<file path="src/rtl/mem_arbiter.sv">
// mem_arbiter: shares one single-port sync RAM between fetch and data ports,
// data-priority with fetch anti-starvation and tagged in-order read returns.
module mem_arbiter #(
    parameter int XLEN       = 32,
    parameter int ADDR_W     = 12,
    parameter int READ_LAT   = 1,
    parameter int STARVE_MAX = 3
) (
    input  logic              clk,
    input  logic              rst,
    input  logic              if_req,
    input  logic [ADDR_W-1:0] if_addr,
    input  logic              if_flush,
    output logic              if_gnt,
    output logic              if_rvalid,
    output logic [XLEN-1:0]   if_rdata,
    input  logic              d_req,
    input  logic              d_we,
    input  logic [3:0]        d_be,
    input  logic [ADDR_W-1:0] d_addr,
    input  logic [XLEN-1:0]   d_wdata,
    output logic              d_gnt,
    output logic              d_rvalid,
    output logic [XLEN-1:0]   d_rdata,
    output logic              mem_en,
    output logic              mem_we,
    output logic [3:0]        mem_be,
    output logic [ADDR_W-1:0] mem_addr,
    output logic [XLEN-1:0]   mem_wdata,
    input  logic [XLEN-1:0]   mem_rdata
);
    localparam int SW = $clog2(STARVE_MAX + 1);
    localparam logic [SW-1:0] SMAX = SW'(STARVE_MAX);

    logic [SW-1:0]       starve_q, starve_d;
    logic [READ_LAT-1:0] vld_q, vld_d, own_q, own_d, live;
    logic [XLEN-1:0]     if_rdata_q, d_rdata_q;
    logic                d_win, f_win, issue_rd;

    always_comb begin
        d_win     = d_req && !(if_req && starve_q == SMAX);
        f_win     = if_req && !d_win;
        if_gnt    = f_win;
        d_gnt     = d_win;
        mem_en    = d_win || f_win;
        mem_we    = d_win && d_we;
        mem_be    = d_win ? d_be : 4'hF;
        mem_addr  = d_win ? d_addr : if_addr;
        mem_wdata = d_wdata;
        starve_d  = (f_win || !if_req) ? '0 : (starve_q == SMAX ? starve_q : starve_q + 1'b1);
        // flush kills fetch tags in every stage, including the one returning now
        live      = vld_q & ~(own_q & {READ_LAT{if_flush}});
        issue_rd  = (f_win && !if_flush) || (d_win && !d_we);
        vld_d     = (live << 1) | READ_LAT'(issue_rd);
        own_d     = (own_q << 1) | READ_LAT'(f_win);
        if_rvalid = live[READ_LAT-1] && own_q[READ_LAT-1];
        d_rvalid  = live[READ_LAT-1] && !own_q[READ_LAT-1];
        if_rdata  = if_rvalid ? mem_rdata : if_rdata_q;
        d_rdata   = d_rvalid ? mem_rdata : d_rdata_q;
    end

    always_ff @(posedge clk or negedge rst) begin
        if (!rst) begin
            starve_q   <= '0;
            vld_q      <= '0;
            own_q      <= '0;
            if_rdata_q <= '0;
            d_rdata_q  <= '0;
        end else begin
            starve_q   <= starve_d;
            vld_q      <= vld_d;
            own_q      <= own_d;
            if_rdata_q <= if_rdata;
            d_rdata_q  <= d_rdata;
        end
    end
endmodule

</file>
<file path="config.mk">
export PLATFORM = sky130hd
export DESIGN_NAME = mem_arbiter
export DESIGN_NICKNAME = d
export VERILOG_FILES = /design/src/rtl/mem_arbiter.sv
export SDC_FILE = /design/constraint.sdc
export NUM_CORES = 1
export LEC_CHECK = 0
export ABC_AREA = 0
export BUFFER_PORTS_ARGS = -buffer_cell sky130_fd_sc_hd__buf_4
export CAP_MARGIN = 20
export CORE_UTILIZATION = 43
export CTS_BUF_LIST = sky130_fd_sc_hd__clkbuf_4
export CTS_CLUSTER_DIAMETER = 200
export DETAILED_ROUTE_END_ITERATION = 8
export GPL_ROUTABILITY_DRIVEN = 0
export PLACE_DENSITY = 0.82
export SYNTH_ARGS = -nofsm -noshare
export SYNTH_HDL_FRONTEND = slang
export SYNTH_SLANG_ARGS = --single-unit
</file>
<file path="constraint.sdc">
create_clock -name clk -period 2.2 [get_ports clk]
set_clock_uncertainty 0.2 [all_clocks]
set_input_delay 0.33 -clock clk [delete_from_list [all_inputs] [get_ports clk]]
set_output_delay 0.33 -clock clk [all_outputs]
set_load 0.01 [all_outputs]
</file>
======== After elaboration in Yosys (flattened, before gate mapping) ========
Cells that the tools add are included.
word-level totals
  flip-flop bits (word level) ............. 68
  bits in latches ......................... 0
  bits in writable memories ............... 0
  memory bits (read-only) ................. 0
  output and inout port bits .............. 118
  logic and storage cells ................. 34
  memories kept ........................... 0
cells by class
  $add $sub $neg .......................... 1
  multiply operators ...................... 0
  div/mod/pow operators ................... 0
  $lt $le $gt $ge ......................... 0
  equal/unequal tests ..................... 2
  shift-type cells ........................ 0
  multiplexer cells ....................... 6
  bitwise gates (word level) .............. 3
  reductions and logical operators ........ 17
operators by type and width
  cell                   count
  $mux W32               2
  $mux W12               1
  $logic_and A1 B1 Y1    8
  $logic_not A1 Y1       6
  $mux W2                2
  $mux W4                1
  $logic_or A1 B1 Y1     3
  $add A2 B1 Y2 const B  1
  $and A1 B1 Y1          2
  $eq A2 B2 Y1 const B   1
  $ne A2 B2 Y1 const B   1
  $not A1 Y1             1

======== Depth between registers and ports, before layout ========
Gate-level depths: netlist of the first run.
  depth in word-level cells ............... 8
  mapped depth ............................ 4

======== Worst setup path after synthesis of the first run ========
No wires, ideal clock.
  kind .................................... register to output
  start ................................... reg starve_q[0]
  end ..................................... out mem_addr[10]
  arrival ................................. 1,270 ps
  data required time ...................... 1,670 ps
  path slack .............................. 400 ps
  stages on the path, launching flop included .. 5
  path buffers ............................ 1
  cell sequence ........................... dfrtp_1 > ha_1 > a21bo_2 > buf_6 > mux2_4
on the way
  longest elaborated chain between the ends .. 5
RTL lines
  what                    RTL line  source
  start, declared         35        logic [SW-1:0] starve_q, starve_d;
  start signal, assigned  70        starve_q <= starve_d;
  $eq A2 B2 Y1            41        d_win = d_req && !(if_req && starve_q == SMAX);
  $logic_and A1 B1 Y1     41
  $logic_not A1 Y1        41
  $logic_and A1 B1 Y1     41
  $mux W12                48        mem_addr = d_win ? d_addr : if_addr;
  end, declared           28        output logic [ADDR_W-1:0] mem_addr,
No other way between the ends.

======== Worst setup path after layout of the first run ========
  start ................................... reg own_q
  end ..................................... out d_rdata[13]
on the way
  longest elaborated chain between the ends .. 5
  elaborated cells on any way between the ends .. 6
  those cells by class .................... mux: 1; bitwise: 3; reduce/logical: 2
RTL lines
  what                     RTL line  source
  start, declared          36        logic [READ_LAT-1:0] vld_q, vld_d, own_q, own_d, live;
  start signal, assigned   72        own_q <= own_d;
  $and A1 B1 Y1            52        live = vld_q & ~(own_q & {READ_LAT{if_flush}});
  $not A1 Y1               52
  $and A1 B1 Y1            52
  $logic_and A1 B1 Y1 (*)  57        d_rvalid = live[READ_LAT-1] && !own_q[READ_LAT-1];
  $mux W32 (*)             59        d_rdata = d_rvalid ? mem_rdata : d_rdata_q;
  end, declared            24        output logic [XLEN-1:0] d_rdata,
Mark *: on every way between the ends. The rest lies on a longest branch, timed or not.

==> run summary, run 1 <==
Yosys Warn Count: 0
Top Family by Delay on Critical Path: flip-flops
Setup CP Type: flop to output port
Crit-path slowest cell: dfrtp_1
Die height: 88.1 um
Cell Rows: 31
Avg Cell Area, Syn: 15.8 um^2
CTS sink count: 68
I/O Pins: 216
Gr usage total: 26.8%
RSZ-0062 raised after global routing: true
Final WL: 11.7 mm
Status: finished with violations
Setup WS post-layout: -0.0817 ns
Share of cells above drive strength 1: 70.2%
DP HPWL: 6.39 mm
Required time worst endpoint: 1.67 ns
Syn_nets: 301
1st-pass router iterations: 4
Vias in the first global route: 2669
Commonest non-fill, non-tap cell in the layout: buf_4
Relative slew slack: 72.9%
Max-cap viol count: 0
CP endpoint kind: output port
Largest net degree at the start of global routing: 40
Slowest cell delay on critical path: 0.44 ns
First-pass GRT wire length: 14.7 mm
Vias per cell: 4.90
Core box area: 7210 um^2
Power share of the clock group: 19.4%
Area delta synth->final: 70.0%
Largest area contributor in the netlist: dfrtp_1
CTS tree: done
Average routed wire per standard cell: 23.7 um
Final Total Pwr: 4.27 mW
Multi-input logic area: 1300 um^2
CP Launch Type: flop
Via count: 2412
Die width: 88.1 um
Crit path buffers/inverters: 3
Max-slew violations: 0
Initial Utilization: 44.2%
Worst-Margin Slew: 0.407 ns
Fin crit period: 2.28 ns
PD cells: 787 nW/um^2
Tightest Hold Check Type: input pin to flop
Commonest non-fill, non-tap cells in the layout: buf_4, buf_6, mux2_4
Antenna viol nets, final: 0
Critical Path, Cell by Cell: nor2b_4 > buf_12 > clkbuf_16 > mux2_4 > buf_6
Reg power frac: 37.8%
Final hold violations: 0
Filler Cell Count: 426
Root buf cell: clkbuf_4
Synth Cell Area: 3190 um^2
Post-synthesis cell type count: 20
CTS Buf Count: 9
Nets: 487
Max Clk Rate: 438 MHz
Port-buffer cells: 151
Worst-path maximum fanout: 6
Psw: 1.27 mW
Logic gate share of total power: 42.8%
Full die area: 7770 um^2
Seq. cell area: 1700 um^2
Congestion Overflow GR: 0
Switching part of the total power: 29.9%
Area share of the largest cell type after synthesis: 53.4%
Clock latency on the worst-skew pair: 0.41 ns
Final setup violation count: 72
Ant. Diodes: 0
Worst VDD drop: 0.000315 V
Tcrit/Tclk final: 104%
H-tree levels: 3
Synthesis-stage register bit count: 68
Worst Path Arrival: 1.75 ns
Pre-CTS setup slack: 0.227 ns
DRC: 0
Violated checks: negative setup slack
Initial DRC count: 110
Ranking of synthesized cells by area: dfrtp_1, mux2_4, mux2_1
Clock Tree Buf Depth: 2
Cell internal pwr: 2.99 mW
Clk slew on worst S/H paths: 0.13 ns
Post-synthesis sequential area ratio: 53.4%
Mapped Cells: 202
Initial antenna violation count: 0
Leakage power: 2.79 nW
==> logic make-up after synthesis <==
group	count (synthesis)	share of synthesized area, %
flip-flops	68	53.4
AND/OR/NAND/NOR	12	2.83
buffers and inverters	43	11.5
AO/OA/AOI/OAI	2	0.589
adder cells (fa/ha/maj)	1	0.392
multiplexers	76	31.3
==> final cells by class <==
type	count	area share, %
sequential	68	31.4
timing repair buffer	214	39.7
clock inverter	7	1.25
clock buffer	9	1.25
inverter	3	0.208
multi-input combinational	92	24.0
tap	99	2.28
==> flip-flops by register name (all words and copies together) (netlist names) <==
| signal | count |
|---|---|
| d_rdata_q | 32 |
| if_rdata_q | 32 |
| own_q | 1 |
| starve_q | 2 |
| vld_q | 1 |
==> metal layers <==
metal,track usage (%),share of wire (%),vias up
met5,0,0,-
met4,12.8,3.0,0
met3,9.61,7.7,24
met2,50.5,56,141
met1,25.7,33,1214
li1,-,-,1033
==> through the flow <==
step	hold WS, ns	std cells	util [%]	instance area [um^2]	TNS [ns]
final	0.0275	492	75.2	5420	-3.80
after global routing	0.0350	492	75.2	5420	-8.58
after CTS	0.0107	472	71.0	5120	-3.07
after detailed placement	0.0828	416	57.9	4180	0
after global placement	0.0787	416	57.9	4180	0
after floorplan	-0.166	202	-	3190	0
==> final timing paths <==
kind	startpoint	end	slack [ns]	cells after the start
setup / recovery	own_q	d_rdata[13]	-0.08	5
hold / removal	if_req	starve_q[0]	0.03	3
setup reg to reg	starve_q[0]	vld_q	0.20	5
hold reg to reg	if_rdata_q[23]	if_rdata_q[23]	0.32	1
max in group asynchronous	rst	d_rdata_q[31]	1.02	3
min in group asynchronous	rst	if_rdata_q[20]	0.22	2
==> synthesized netlist by cell type <==
library cell  number
dfrtp_1           68
mux2_4            38
buf_4             32
mux2_1            29
mux2_2             9
buf_6              5
nand2b_1           4
buf_12             3
inv_1              3
a21bo_2            1
and2_1             1
and3_1             1
ha_1               1
nand3b_4           1
nor2_1             1
nor2b_1            1
nor2b_2            1
nor3b_1            1
o32ai_1            1
or2_2              1
==> worst min-delay path, delay by kind of cell <==
family | cells | cell delay, ns
AND/OR/NAND/NOR | 1 | 0.06
buffers and inverters | 2 | 0.24
==> power groups by stage <==
stage,sequential (mW),combinational [mW],clock [mW]
finish,1.61,1.83,0.829
global route,1.63,1.91,0.891
CTS,1.59,1.64,0.810
detailed placement,1.61,1.23,0
global placement,1.59,1.21,0
floorplan,1.58,0.666,0
==> timing repair <==
item / in CTS / in global routing
resized for setup: 110 / 12
hold buffers: 36 / 0
endpoints found under the hold margin: 134 / 0
pin swaps: 3 / 2
setup buffers: 2 / 14
cloned: 2 / 6
endpoints found under the setup margin: 82 / 80
(Power assumes the default switching activity.)
==> run 2: changes to the inputs <==
--- a/config.mk
+++ b/config.mk
@@ -8,12 +8,11 @@
 export ABC_AREA = 0
 export BUFFER_PORTS_ARGS = -buffer_cell sky130_fd_sc_hd__buf_4
 export CAP_MARGIN = 20
-export CORE_UTILIZATION = 43
+export CORE_UTILIZATION = 23
 export CTS_BUF_LIST = sky130_fd_sc_hd__clkbuf_4
 export CTS_CLUSTER_DIAMETER = 200
 export DETAILED_ROUTE_END_ITERATION = 8
 export GPL_ROUTABILITY_DRIVEN = 0
-export PLACE_DENSITY = 0.82
 export SYNTH_ARGS = -nofsm -noshare
 export SYNTH_HDL_FRONTEND = slang
 export SYNTH_SLANG_ARGS = --single-unit
==> run 2 against run 1 <==
  * The flow still finishes with violations (negative setup slack)
  * Sequential share of layout area grew 0.21 points
  * First-iteration DRC count down 42%
  * Hold slack better by 0.054 ns
  * Fmax shrank 1.2%
  * Largest cell class unchanged
==> run summary, run 2 (same netlist as run 1, synthesis figures left out) <==
Crit. Startpoint: own_q
Cell Rows: 42
Final hold violations: 0
Port-buffer cells: 151
Max-cap viol count: 0
Seq. cell area: 1700 um^2
Congestion Overflow GR: 0
DRC: 0
Gr usage total: 13.2%
Largest registers: d_rdata_q (32), if_rdata_q (32), starve_q (2)
Crit path buffers/inverters: 2
Area delta synth->final: 68.9%
Full die area: 14300 um^2
Worst Path Arrival: 1.78 ns
Clk slew on worst S/H paths: 0.12 ns
CTS tree: done
I/O Pins: 216
Core box area: 13400 um^2
Via count: 2239
Setup CP Type: flop to output port
First-pass GRT wire length: 13.8 mm
Multi-input logic area: 1320 um^2
Flop2flop setup slack: 0.17 ns
Clock latency on the worst-skew pair: 0.43 ns
CP endpoint: d_rdata[21]
Status: finished with violations
Capturing point of the worst reg2reg path: d_rdata_q[24]
Critical Path, Cell by Cell: nor2b_4 > buf_12 > mux2_4 > buf_6
R2r startpoint: own_q
Share of cells above drive strength 1: 70.1%
Nets: 472
Leakage power: 2.72 nW
Worst-Margin Slew: 0.426 ns
CP endpoint kind: output port
RSZ-0062 raised after global routing: true
Antenna viol nets, final: 0
Fin crit period: 2.31 ns
CTS sink count: 68
Worst VDD drop: 0.000456 V
Vias in the first global route: 2529
PD cells: 779 nW/um^2
Violated checks: negative setup slack
CP Launch Type: flop
Final core utilization: 40.2%
Root buf cell: clkbuf_4
DP HPWL: 6.23 mm
Final WL: 9.21 mm
Max Clk Rate: 433 MHz
Pre-CTS setup slack: 0.178 ns
Commonest non-fill, non-tap cells in the layout: buf_4, buf_6, mux2_4
Average routed wire per standard cell: 16.6 um
Largest net degree at the start of global routing: 40
Crit-path slowest cell: dfrtp_1
Filler Cell Count: 1260
Initial antenna violation count: 1
CTS Buf Count: 9
Max-slew violations: 0
Die height: 120 um
Worst-path maximum fanout: 20
Tightest Hold Check Type: input pin to flop
Initial Utilization: 23.8%
Clock Tree Buf Depth: 2
Top Family by Delay on Critical Path: flip-flops
Die width: 120 um
H-tree levels: 3
WP depth: 4
Relative slew slack: 71.6%
Final setup violation count: 64
Initial DRC count: 64
Setup WS post-layout: -0.110 ns
Slowest cell delay on critical path: 0.45 ns
1st-pass router iterations: 4
Worst Reg2Reg Path Length in Cells: 4
Required time worst endpoint: 1.67 ns
Tcrit/Tclk final: 105%
Vias per cell: 4.03
## run 2: cell types whose count changed in the layout (fill, tap and decap cells not counted), moves of 4 or more
| cell | change |
|---|---|
| clkbuf_16 | -5 |
| nand2b_1 | -4 |
| nand2b_4 | +4 |
| buf_4 | -13 |
## run 2: per-stage QoR
stage	cell area, um^2	power (mW)	hold WS [ns]	setup TNS, ns	instances
after global placement	4270	2.81	0.0970	0	495
after global routing	5390	4.43	0.0508	-13.28	555
after detailed placement	4270	2.84	0.0944	0	495
final	5390	4.19	0.0811	-4.19	555
after CTS	5280	4.21	0.0301	-11.47	551
after floorplan	3190	2.25	-0.166	0	202
## run 2: how the worst min path moves through the flow
stage	to	slack, ns	from	depth (start not counted)
after floorplan	d_rdata_q[0]	-0.17	rst	0
after global placement	if_rdata_q[14]	0.1	rst	1
after detailed placement	if_rdata_q[17]	0.09	rst	1
after CTS	own_q	0.03	d_req	3
after global routing	own_q	0.05	d_req	3
final	own_q	0.08	d_req	3
## run 2: timing repair
action | CTS | global route
pin swaps | 3 | 2
endpoints found under the hold margin | 136 | 0
hold buffers | 37 | 0
cloned | 2 | 0
endpoints found under the setup margin | 82 | 82
setup buffers | 1 | 3
gates resized for setup | 119 | 23
## run 2: routing by layer
metal	up-vias	GRT usage (%)	routed length, um
met3	12	5.61	819
met1	1088	13.1	3350
li1	1001	-	-
met4	0	5.16	140
met2	138	24.0	4910
met5	-	0	0
## run 2: area by class of cell
type	instances	area share, %
timing repair buffer	199	36.4
multi-input combinational	92	24.6
antenna	1	0.0465
tap	176	4.09
sequential	68	31.6
clock inverter	7	1.67
clock buffer	9	1.25
inverter	3	0.348
## run 2: where the power goes
group	switching, mW	internal [mW]
Combinational	0.606	1.07
Clock	0.476	0.457
Sequential	0.0766	1.51
Total	1.16	3.04
## run 2: worst min-delay path: stages
cell	delay, ns
buf_4	0.10
nor2b_1	0.15
nor2_1	0.09
